File: src/rtl/convertidor_bin_bcd_barrido.sv
// Binary to BCD double-dabble (ANCHO_BIN+1 cycles, inicio ignored while ocupado) plus continuous digit scan.
// Registered anodo/WXYZ; define SUPRIME_CEROS_EN to blank leading-zero digits.
module convertidor_bin_bcd_barrido #(
  parameter int ANCHO_BIN   = 8,
  parameter int DIGITOS     = 3,
  parameter int DIV_BARRIDO = 50000
) (
  input  logic                   clk,
  input  logic                   rst_n,
  input  logic                   inicio,
  input  logic [ANCHO_BIN-1:0]   dato,
  output logic                   ocupado,
  output logic                   listo,
  output logic [4*DIGITOS-1:0]   bcd,
  output logic                   W,
  output logic                   X,
  output logic                   Y,
  output logic                   Z,
  output logic [DIGITOS-1:0]     anodo
);

  localparam int AB = 4 * DIGITOS;
  localparam int CW = $clog2(ANCHO_BIN + 1);
  localparam int PW = (DIV_BARRIDO > 1) ? $clog2(DIV_BARRIDO) : 1;
  localparam int IW = (DIGITOS > 1) ? $clog2(DIGITOS) : 1;
  localparam logic [CW-1:0] ULTIMO  = CW'(ANCHO_BIN - 1);
  localparam logic [PW-1:0] PRE_MAX = PW'(DIV_BARRIDO - 1);
  localparam logic [IW-1:0] IDX_MAX = IW'(DIGITOS - 1);

  typedef enum logic [1:0] {REPOSO, DESPLAZA, FIN} estado_t;

  estado_t              estado, estado_sig;
  logic                 cargar, desplazar, terminar;
  logic [AB-1:0]        scratch, scratch_aj;
  logic [ANCHO_BIN-1:0] sreg;
  logic [CW-1:0]        cuenta;

  always_ff @(posedge clk or negedge rst_n) begin
    if (!rst_n) estado <= REPOSO;
    else        estado <= estado_sig;
  end

  always_comb begin
    estado_sig = estado;
    cargar     = 1'b0;
    desplazar  = 1'b0;
    terminar   = 1'b0;
    unique case (estado)
      REPOSO: begin
        if (inicio) begin
          cargar     = 1'b1;
          estado_sig = DESPLAZA;
        end
      end
      DESPLAZA: begin
        desplazar = 1'b1;
        if (cuenta == ULTIMO) estado_sig = FIN;
      end
      FIN: begin
        terminar   = 1'b1;
        estado_sig = REPOSO;
      end
      default: estado_sig = REPOSO;
    endcase
  end

  // Add-3 correction is applied before the shift so each digit stays within 0..9.
  always_comb begin
    scratch_aj = scratch;
    for (int d = 0; d < DIGITOS; d++) begin
      if (scratch[4*d +: 4] >= 4'd5) scratch_aj[4*d +: 4] = scratch[4*d +: 4] + 4'd3;
    end
  end

  always_ff @(posedge clk or negedge rst_n) begin
    if (!rst_n) begin
      sreg    <= '0;
      scratch <= '0;
      cuenta  <= '0;
      ocupado <= 1'b0;
      listo   <= 1'b0;
      bcd     <= '0;
    end else begin
      listo <= terminar;
      if (cargar) begin
        sreg    <= dato;
        scratch <= '0;
        cuenta  <= '0;
        ocupado <= 1'b1;
      end else if (desplazar) begin
        {scratch, sreg} <= {scratch_aj[AB-2:0], sreg, 1'b0};
        cuenta          <= cuenta + CW'(1);
      end
      if (terminar) begin
        bcd     <= scratch;
        ocupado <= 1'b0;
      end
    end
  end

  logic [PW-1:0]      pre;
  logic [IW-1:0]      idx, idx_sig;
  logic [DIGITOS-1:0] anodo_sig;
  logic [3:0]         nib_sig;

  always_comb begin
    idx_sig = idx;
    if (pre == PRE_MAX) idx_sig = (idx == IDX_MAX) ? '0 : idx + IW'(1);
    nib_sig   = 4'd0;
    anodo_sig = '1;
    for (int d = 0; d < DIGITOS; d++) begin
      if (idx_sig == IW'(d)) begin
        nib_sig      = bcd[4*d +: 4];
        anodo_sig[d] = 1'b0;
      end
    end
`ifdef SUPRIME_CEROS_EN
    // Walking down from the top, a slot goes dark while every digit at or above it is zero.
    begin
      logic ceros;
      ceros = 1'b1;
      for (int d = DIGITOS - 1; d > 0; d--) begin
        if (bcd[4*d +: 4] != 4'd0) ceros = 1'b0;
        if ((idx_sig == IW'(d)) && ceros) anodo_sig = '1;
      end
    end
`endif
  end

  always_ff @(posedge clk or negedge rst_n) begin
    if (!rst_n) begin
      pre          <= '0;
      idx          <= '0;
      anodo        <= ~DIGITOS'(1);
      {W, X, Y, Z} <= 4'd0;
    end else begin
      pre          <= (pre == PRE_MAX) ? '0 : pre + PW'(1);
      idx          <= idx_sig;
      anodo        <= anodo_sig;
      {W, X, Y, Z} <= nib_sig;
    end
  end

endmodule
File: config.mk
export PLATFORM = sky130hd
export DESIGN_NAME = convertidor_bin_bcd_barrido
export DESIGN_NICKNAME = d
export VERILOG_FILES = /design/src/rtl/convertidor_bin_bcd_barrido.sv
export SDC_FILE = /design/constraint.sdc
export NUM_CORES = 1
export LEC_CHECK = 0
export ABC_AREA = 1
export CAP_MARGIN = 20
export CORE_MARGIN = 4
export CORE_UTILIZATION = 44
export DETAILED_ROUTE_END_ITERATION = 8
export DONT_BUFFER_PORTS = 1
export REMOVE_ABC_BUFFERS = 1
export SLEW_MARGIN = 15
export SYNTH_ARGS = -nofsm -noshare
export SYNTH_HDL_FRONTEND = slang
export SYNTH_SLANG_ARGS = --single-unit
File: constraint.sdc
create_clock -name clk -period 2.3 [get_ports clk]
set_input_delay 0.575 -clock clk [delete_from_list [all_inputs] [get_ports clk]]
set_output_delay 0.575 -clock clk [all_outputs]
set_load 0.01 [all_outputs]
After elaboration in Yosys (flattened, before gate mapping)
Cells that the tools add are included.
Word-level totals
  bits in registers: 65
  bits of input ports: 11
  output and inout bits: 21
  word-level logic and storage cells: 64
Operators by class
  $add $sub $neg: 6
  order comparisons: 3
  eq/ne operators: 9
  muxes and demuxes: 27
  reduce and logical (&&, ||, !) cells: 5
Operators with widths (number)
  two-way mux 4 bit: 7
  two-way mux 12 bit: 2
  adder 16 x 1 -> 16 bit, second input constant: 1
  equality test 16 bit, second input constant: 1
  two-way mux 16 bit: 1
  two-way mux 8 bit: 2
  >= comparator 4 x 3 -> 1 bit, second input constant: 3
  two-way mux 1 bit: 9
  adder 4 x 2 -> 4 bit, second input constant: 2
  two-way mux 2 bit: 4
  equality test 2 bit, second input constant: 3
  adder 4 x 1 -> 4 bit, second input constant: 1
  equality test 2 x 1 -> 1 bit, second input constant: 2
  equality test 4 x 3 -> 1 bit, second input constant: 1
  zero test 2 bit: 2
  inequality test 2 bit, second input constant: 2
  one-hot mux 2 bit (2 select lines): 1
  nonzero test 2 bit: 2
  adder 3 x 2 -> 3 bit, second input constant: 1
  two-way mux 3 bit: 1
  adder 2 x 1 -> 2 bit, second input constant: 1
  AND reduction 2 bit: 1

Depth between registers and ports, before layout
Gate-level depths: netlist of the first run.
  depth after elaboration: 7
  depth in mapped cells: 10

Worst setup path before layout of the first run
Ideal clock, no wire load.
  kind: register to register
  from: register scratch[0]
  to: register scratch[1]
  arrival time: 1244 ps
  path slack: 923 ps
  cell stages (with the launch flop): 8
  buffers on the path: 0
  period minus slack after synthesis: 1377 ps
  cell sequence: dfrtp_1 -> inv_1 -> ha_1 -> or2_2 -> nand2_1 -> a21oi_1 -> o21ai_0 -> o21ai_0
Between the ends
  cells in the longest elaborated chain, start to end: 4
Ends and longest elaborated chain
  start, declared: line 34  | logic [AB-1:0] scratch, scratch_aj;
  start signal, assigned: line 91  | {scratch, sreg} <= {scratch_aj[AB-2:0], sreg, 1'b0};
  adder 4 x 2 -> 4 bit or >= comparator 4 x 3 -> 1 bit (tied branches): line 71  | if (scratch[4*d +: 4] >= 4'd5) scratch_aj[4*d +: 4] = scratch[4*d +: 4] + 4'd3;
  two-way mux 4 bit *: line 71
  two-way mux 12 bit *: line 90  | end else if (desplazar) begin
  two-way mux 12 bit *: line 85  | if (cargar) begin
Every way passes the cells marked *; elsewhere a longest branch is shown, timed or not. The select of a mux whose other input is x is not followed.
A chain may end at the register's enable or synchronous reset.

Worst setup path in the final report of the first run
  from: register estado[1]
  to: register sreg[2]
Between the ends
  cells in the longest elaborated chain, start to end: 3
Ends and longest elaborated chain
  start, declared: line 32  | estado_t estado, estado_sig;
  start signal, assigned: line 40  | else estado <= estado_sig;
  equality test 2 x 1 -> 1 bit or zero test 2 bit (tied branches): line 48  | unique case (estado)
  two-way mux 1 bit: line 48
  nonzero test 2 bit (no source line) or two-way mux 8 bit (tied branches)
  end signal, assigned: line 86  | sreg <= dato;
  end signal, assigned: line 91
  end, declared: line 35  | logic [ANCHO_BIN-1:0] sreg;
Parallel ways exist; a longest one is shown, timed or not.

==> results.md, run 1 <==
- Synth Cell Area: 0.00306 mm^2
- Initial core utilization: 45.3%
- Io pins: 32
- R2r setup slk: 0.71 ns
- Met3 Track Usage GR: 5.14%
- Mean post-synth cell area: 8.94 um^2
- Core ar.: 0.00676 mm^2
- Pre-antenna DRT Iters: 4
- DIE HEIGHT: 91.4 um
- DRC Markers: 0
- Tmin final: 1.59 ns
- #FFs+latches synth: 65
- Root Buffer: clkbuf_8
- Status: finished clean
- Vias: about 2200
- Final Cycle Share: roughly 70%
- Gpl congestion: 0.886
- H-tree depth: 3
- Reg2reg end: sreg[2]
- Post-Route Setup TNS: 0 ns
- Rows: 30
- Relative slew slack: 57.1%
- Inserted Clock Buffers: 9
- Combinational power share: 26.1%
- Share of power burned in registers: approximately 45%
- Worst setup path start: estado[1]
- DR WL/cell: between 10 and 15 um
- Synth unique cells: 32
- PD cells: between 1000 and 1500 mW/mm^2
- Die area: 0.00835 mm^2
- Peak supply drop: between 0.6 and 0.7 mV
- # resized after CTS: 0
- Number of port buffers: 0
- P_int: 2.63 mW
- Net Sw Frac: 34.6%
- Required time worst endpoint: 2.48 ns
- Cell chain of the critical path: inv_1 -> nand2_2 -> nand2_1 -> o221ai_1
- CP peak stage delay: 0.57 ns
- TritonCTS clock tree: done
- Initial antenna violation count: 0
- CP max-delay cell: nand2_1
- Final Hold Vio Count: 0
- Clock buffer depth: 2
- Die width: 91.4 um
- Total global-route track usage: 15.9%
- Synth warnings: 0
- FF-to-FF Start: estado[1]
- Switching Power: 1.39 mW
- Crit path DAT: between 1.5 and 2 ns
- Critical Path End: sreg[2]
- Part of the power in the clock network: 29.0%
- Setup violators final: 0
- Vias in the first global route: 2227
- Clk_lat worst skew: around 0.33 ns
- Worst setup path class: reg2reg
- CP Max Fanout: 21
- Global-route wire length before repair: 10500 um
- Clk_skew: 0.00687 ns
- Async SR Flop Fraction: between 90% and 100%
- Gr ovfl total: 0
- Fmax: 0.631 GHz
- Detailed-placement wirelength estimate: 4210 um
- Share of cells above drive strength 1: around an eighth
- Largest net degree at the start of global routing: 64
- Post-route setup slack: 0.714 ns
- Reg2Reg Depth: 4
- Worst setup EP type: register
- Critical Path Source Type: register
- Final Max Tran Viols: 0
- Detailed Route WL: 5950 um
- GR met1 Demand/Resource: between 15 and 20%
- Final nets: ~370
- Pleak: 1.69 nW
- Design Area, Final: 0.00341 mm^2
- Post-place setup slack: 0.700 ns
- First DRT Iteration DRCs: 109
- Post-synth EDFFs: 0
- Met2 GRT Util: 25.5%
- CTS Sinks: 65
- Register area share after synthesis: 53.3%
- Post-Syn Instances: 342
- Reg clk slew, reported paths: ~0.070 ns
- Unrepaired setup endpoints after global routing: no
- Top Usage Layer GRT: met2
- Placed cell areas: 0.00314 mm^2
- Area Overhead vs Synth: 11.5%
- Top FF cell, synth: dfrtp_1
- Slew @ Worst Pin: 0.641 ns
- Worst Hold Class: in2async
- Max Cap Viol: 0
- Vias per Instance: 5.17
- Detail Route Antenna Nets: 0
- Ant. Diodes: 0
## how the worst min path moves through the flow
stage	start	endpoint	slack [ns]
3_5_place_dp	rst_n	pre[8]	0.28
5_1_grt	rst_n	anodo[1]	0.05
3_3_place_gp	rst_n	pre[8]	0.28
6_report	rst_n	anodo[1]	0.08
2_1_floorplan	rst_n	W	0.28
4_1_cts	rst_n	anodo[1]	0.06
## layout by cell type (no fill, tap or decap), types with 2 or more instances in the layout
cell,instances
nand2_1,65
dfrtp_1,63
inv_1,44
o21ai_0,39
nand3_1,26
nor2_1,20
a21oi_1,12
clkbuf_8,10
ha_1,8
nand2_2,7
xor2_1,7
o221ai_1,7
nor2_2,4
inv_2,3
nor2_4,3
nand2_4,3
nand4_1,3
or2_2,3
o22ai_1,3
bufinv_16,3
nand3_2,2
o21ai_1,2
nor3_2,2
clkinv_1,2
dfstp_2,2
## repair_timing
action | 4_1_cts | 5_1_grt
buffers inserted | 0 | 0
endpoints found under the hold margin | 63 | 0
hold buffers | 1 | 0
## worst max-delay path: cells and delay by family (launching register included)
kind / cells / cell delay, ns
buffers and inverters: 1 / 0.08
DFF: 1 / 0.38
AOI/OAI and AO/OA: 1 / 0.20
and+or+nand+nor: 2 / 0.77
## per-stage QoR
stage / util, % / total power [mW] / hold WS (ns) / instances
finish: 50.5 / 4.02 / 0.0796 / 434
global placement: 46.5 / 2.83 / 0.282 / 417
CTS: 50.5 / 4.08 / 0.0624 / 434
detailed placement: 46.5 / 2.87 / 0.282 / 417
global route: 50.5 / 4.38 / 0.0452 / 434
floorplan: - / 2.56 / 0.279 / 337
## layer usage
layer  vias up  part of all wire (%)  routed length, um
met4         0                   1.2                 71
met5         -                     0                  0
met3         4                   4.4                259
li1       1144                     -                  -
met1      1054                    46               2760
met2        42                    48               2860
## synth_stat cells (7+ instances only)
cell type / instances / share of area, %
a21oi_1: 12 / 2.0
dfrtp_1: 63 / 52
ha_1: 8 / 3.3
inv_1: 44 / 5.4
nand2_1: 65 / 8.0
nand2_2: 7 / 1.4
nand3_1: 26 / 4.3
nor2_1: 20 / 2.5
o21ai_0: 39 / 6.4
o221ai_1: 7 / 2.0
xor2_1: 7 / 2.0
## state kept, by name, indices dropped and copies added, names as in the netlist
name,count
W,1
Z,1
Y,1
idx,2
ocupado,1
cuenta,4
estado,2
sreg,8
anodo,3
listo,1
scratch,12
bcd,12
X,1
pre,16
## power by group through the flow
stage / registers, mW / clock network [mW] / logic [mW]
final: 1.81 / 1.17 / 1.05
after global routing: 1.86 / 1.26 / 1.26
after CTS: 1.81 / 1.20 / 1.07
after detailed placement: 1.83 / 0 / 1.04
after global placement: 1.83 / 0 / 1.00
after floorplan: 1.74 / 0 / 0.821
## area by class of cell
| cell class | count | area [um^2] |
|---|---|---|
| multi-input cells | 223 | 1230 |
| flip-flops and latches | 65 | 1630 |
| fillers | 639 | 3340 |
| clock buffers | 11 | 141 |
| clock inverters | 5 | 103 |
| inverters | 49 | 184 |
| repair buffers | 1 | 27.5 |
| well taps | 80 | 100 |
## logic make-up (layout without fill, tap and decap cells)
group | Yosys count | after routing | share of synthesized area, %
AO/OA/AOI/OAI | 65 | 65 | 11.8
multiplexers | 1 | 1 | 0.327
XOR/XNOR | 7 | 7 | 2.00
adder cells (fa/ha/maj) | 8 | 8 | 3.27
buffers and inverters | 54 | 66 | 6.63
AND/OR/NAND/NOR | 142 | 142 | 22.7
flip-flops | 65 | 65 | 53.3
Note: power is estimated with default switching activity, not from simulation.
==> run 2: changes to the inputs <==
==> constraint.sdc (replaced) <==
create_clock -name clk -period 1.5 [get_ports clk]
set_input_delay 0.375 -clock clk [delete_from_list [all_inputs] [get_ports clk]]
set_output_delay 0.375 -clock clk [all_outputs]
set_load 0.01 [all_outputs]
==> run 2 against run 1 <==
Net effect:
- the run now ends with negative hold slack left
- routed wire length grew 0.59%
- register-to-register slack lost 0.63 ns
- power grew 46%
- die area is the same
- setup slack lost 0.63 ns
- non-clock buffer count grew 19
- first-iteration DRC count grew 15%
- sequential power grew 52%
- sequential share of layout area shrank 1.5 points
- cell area grew 3.3%
- global-route usage shrank 0.82 points
- clock power grew 8%
- critical path type unchanged
==> results.md, run 2 (same netlist as run 1, synthesis figures left out) <==
- Status: finished with violations
- Failing checks: negative hold slack
- Rows: 30 (unchanged)
- Initial antenna violation count: 0 (unchanged)
- Io pins: 32 (unchanged)
- Root Buffer: clkbuf_8
- Worst Hold Class: in2async
- Die area: 0.00835 mm^2 (unchanged)
- Required time worst endpoint: 1.72 ns (-0.76 ns)
- Clk_skew: 0.00589 ns (-0.000983 ns)
- Final Max Tran Viols: 0 (unchanged)
- Detail Route Antenna Nets: 0 (unchanged)
- Clk_lat worst skew: 0.33 ns (about the same)
- Share of cells above drive strength 1: 20.4% (+7.4 points)
- Core ar.: 0.00676 mm^2 (unchanged)
- Area Overhead vs Synth: 15.2%
- Pre-antenna DRT Iters: 4 (unchanged)
- Clock buffer depth: 2 (unchanged)
- Biggest register: pre
- Final hold slack: -0.269 ns (-0.349 ns)
- Largest regs: pre: 16 flops, bcd: 12 flops, scratch: 12 flops
- Max Cap Viol: 0 (unchanged)
- Critical Path Source Type: register
- Peak supply drop: 1.00 mV (+65%)
- Reg2reg end: pre[10]
- PD cells: 1670 mW/mm^2 (+42%)
- Reg clk slew, reported paths: 0.07 ns (about the same)
- Fillcell total: 643 (+0.63%)
- CTS Sinks: 65 (unchanged)
- Tmin final: 1.41 ns (-0.172 ns)
- Total global-route track usage: 15.1% (-0.82 points)
- Setup violators final: 0 (unchanged)
- Initial core utilization: 45.3% (unchanged)
- Reg2Reg Depth: 8 (+4)
- Vias in the first global route: 2141 (-3.9%)
- Storage cell area: 0.00163 mm^2 (about the same)
- Number of port buffers: 0 (unchanged)
- Largest register FFs: 16 (unchanged)
- Relative slew slack: 60.8% (+3.6 points)
- DR WL/cell: 13.2 um (-3.6%)
- Gpl congestion: 0.841 (-5.1%)
- Vias: 2284 (+1.8%)
- First DRT Iteration DRCs: 125 (+15%)
- Largest net degree at the start of global routing: 66 (+3.1%)
- Vias per Instance: 5.04 (-2.5%)
- Pleak: 1.76 nW (+4.2%)
- Post-Route Setup TNS: 0 ns (unchanged)
- Final nets: 387 (+5.2%)
- TritonCTS clock tree: done
- Worst setup EP type: register
- FF-to-FF Start: pre[1]
- Inserted Clock Buffers: 9 (unchanged)
- CP Max Fanout: 4 (-81%)
- Detailed-placement wirelength estimate: 4280 um (+1.8%)
- Crit path DAT: 1.64 ns (-0.12 ns)
- Ant. Diodes: 0 (unchanged)
- Final Hold Vio Count: 65 (+65)
- Final Cycle Share: 94.2% (+25 points)
- Final Total Pwr: 5.88 mW (+46%)
- Slew @ Worst Pin: 0.588 ns (-0.0532 ns)
- Post-place setup slack: 0.000149 ns (-0.700 ns)
- Placed cell areas: 0.00325 mm^2 (+3.6%)
- Design Area, Final: 0.00352 mm^2 (+3.3%)
- Commonest cells after routing, fill and taps aside: dfrtp_1 (62), nand2_1 (60), inv_1 (43), o21ai_0 (38), nand3_1 (26)
- Worst setup path class: reg2reg
- Unrepaired setup endpoints after global routing: yes
- Commonest non-fill, non-tap cell in the layout: dfrtp_1
- Detailed Route WL: 5990 um (+0.59%)
- Global-route wire length before repair: 10100 um (-4.3%)
- R2r setup slk: 0.09 ns (-0.63 ns)
- H-tree depth: 3 (unchanged)
- Multi-input gate area: 0.00129 mm^2 (+5.1%)
- Fmax: 0.708 GHz (+12%)
- Post-route setup slack: 0.0866 ns (-0.628 ns)
- Die width: 91.4 um (unchanged)
- DIE HEIGHT: 91.4 um (unchanged)
- Gr ovfl total: 0 (unchanged)
- DRC Markers: 0 (unchanged)
[run 2: cell count changes in the layout (fill, tap and decap cells not counted), moves of 3 or more]
cell,change
buf_4,+20
bufinv_16,-3
clkinv_2,+3
nand2_1,-5
nand2_2,+3
[run 2: through the flow]
step	instances	util [%]
after floorplan	337	-
after global placement	432	48.1
after detailed placement	432	48.1
after CTS	448	50.7
after global routing	453	52.1
final	453	52.1
[run 2: how the worst max path moves through the flow]
stage	from	slack, ns	endpoint	depth (start not counted)
after floorplan	scratch[0]	0.11	scratch[1]	7
after global placement	pre[0]	0.05	Y	8
after detailed placement	pre[0]	0.0001	X	8
after CTS	pre[0]	0.003	X	8
after global routing	pre[1]	-0.03	X	8
final	pre[1]	0.09	pre[10]	8
[run 2: what timing repair did]
| action | in CTS | in global routing |
|---|---|---|
| buffers inserted | 0 | 5 |
| endpoints found under the hold margin | 65 | 65 |
| gates cloned | 0 | 0 |
| setup endpoints to repair | 4 | 14 |
| pin swaps | 1 | 5 |
| resized for setup | 1 | 18 |
[run 2: worst max-delay path: stages, from the launching register on]
cell,delay [ns]
dfrtp_1,0.39
ha_4,0.18
nand2_1,0.06
nor2_2,0.13
nand2_2,0.09
nor2_4,0.12
nand2_1,0.10
o211ai_1,0.18
inv_1,0.05
[run 2: power breakdown]
group,total [mW],leakage [nW],switching [mW],internal [mW]
Sequential,2.76,0.816,0.472,2.29
Combinational,1.86,0.852,1.06,0.800
Clock,1.26,0.0899,0.628,0.634
[run 2: cell type report]
class	instances	share of cell area (%)
sequential	65	46.3
multi-input combinational	223	36.6
inverter	49	5.33
tap	80	2.84
clock buffer	12	4.12
clock inverter	4	0.568
timing repair buffer	20	4.26
[run 2: per-layer routing]
| layer | vias to the layer above | part of all wire (%) | GRT usage [%] |
|---|---|---|---|
| met1 | 1059 | 45 | 19.4 |
| met3 | 5 | 5.2 | 5.22 |
| met5 | - | 0 | 0 |
| li1 | 1174 | - | - |
| met4 | 0 | 0.90 | 4.52 |
| met2 | 46 | 49 | 24.1 |
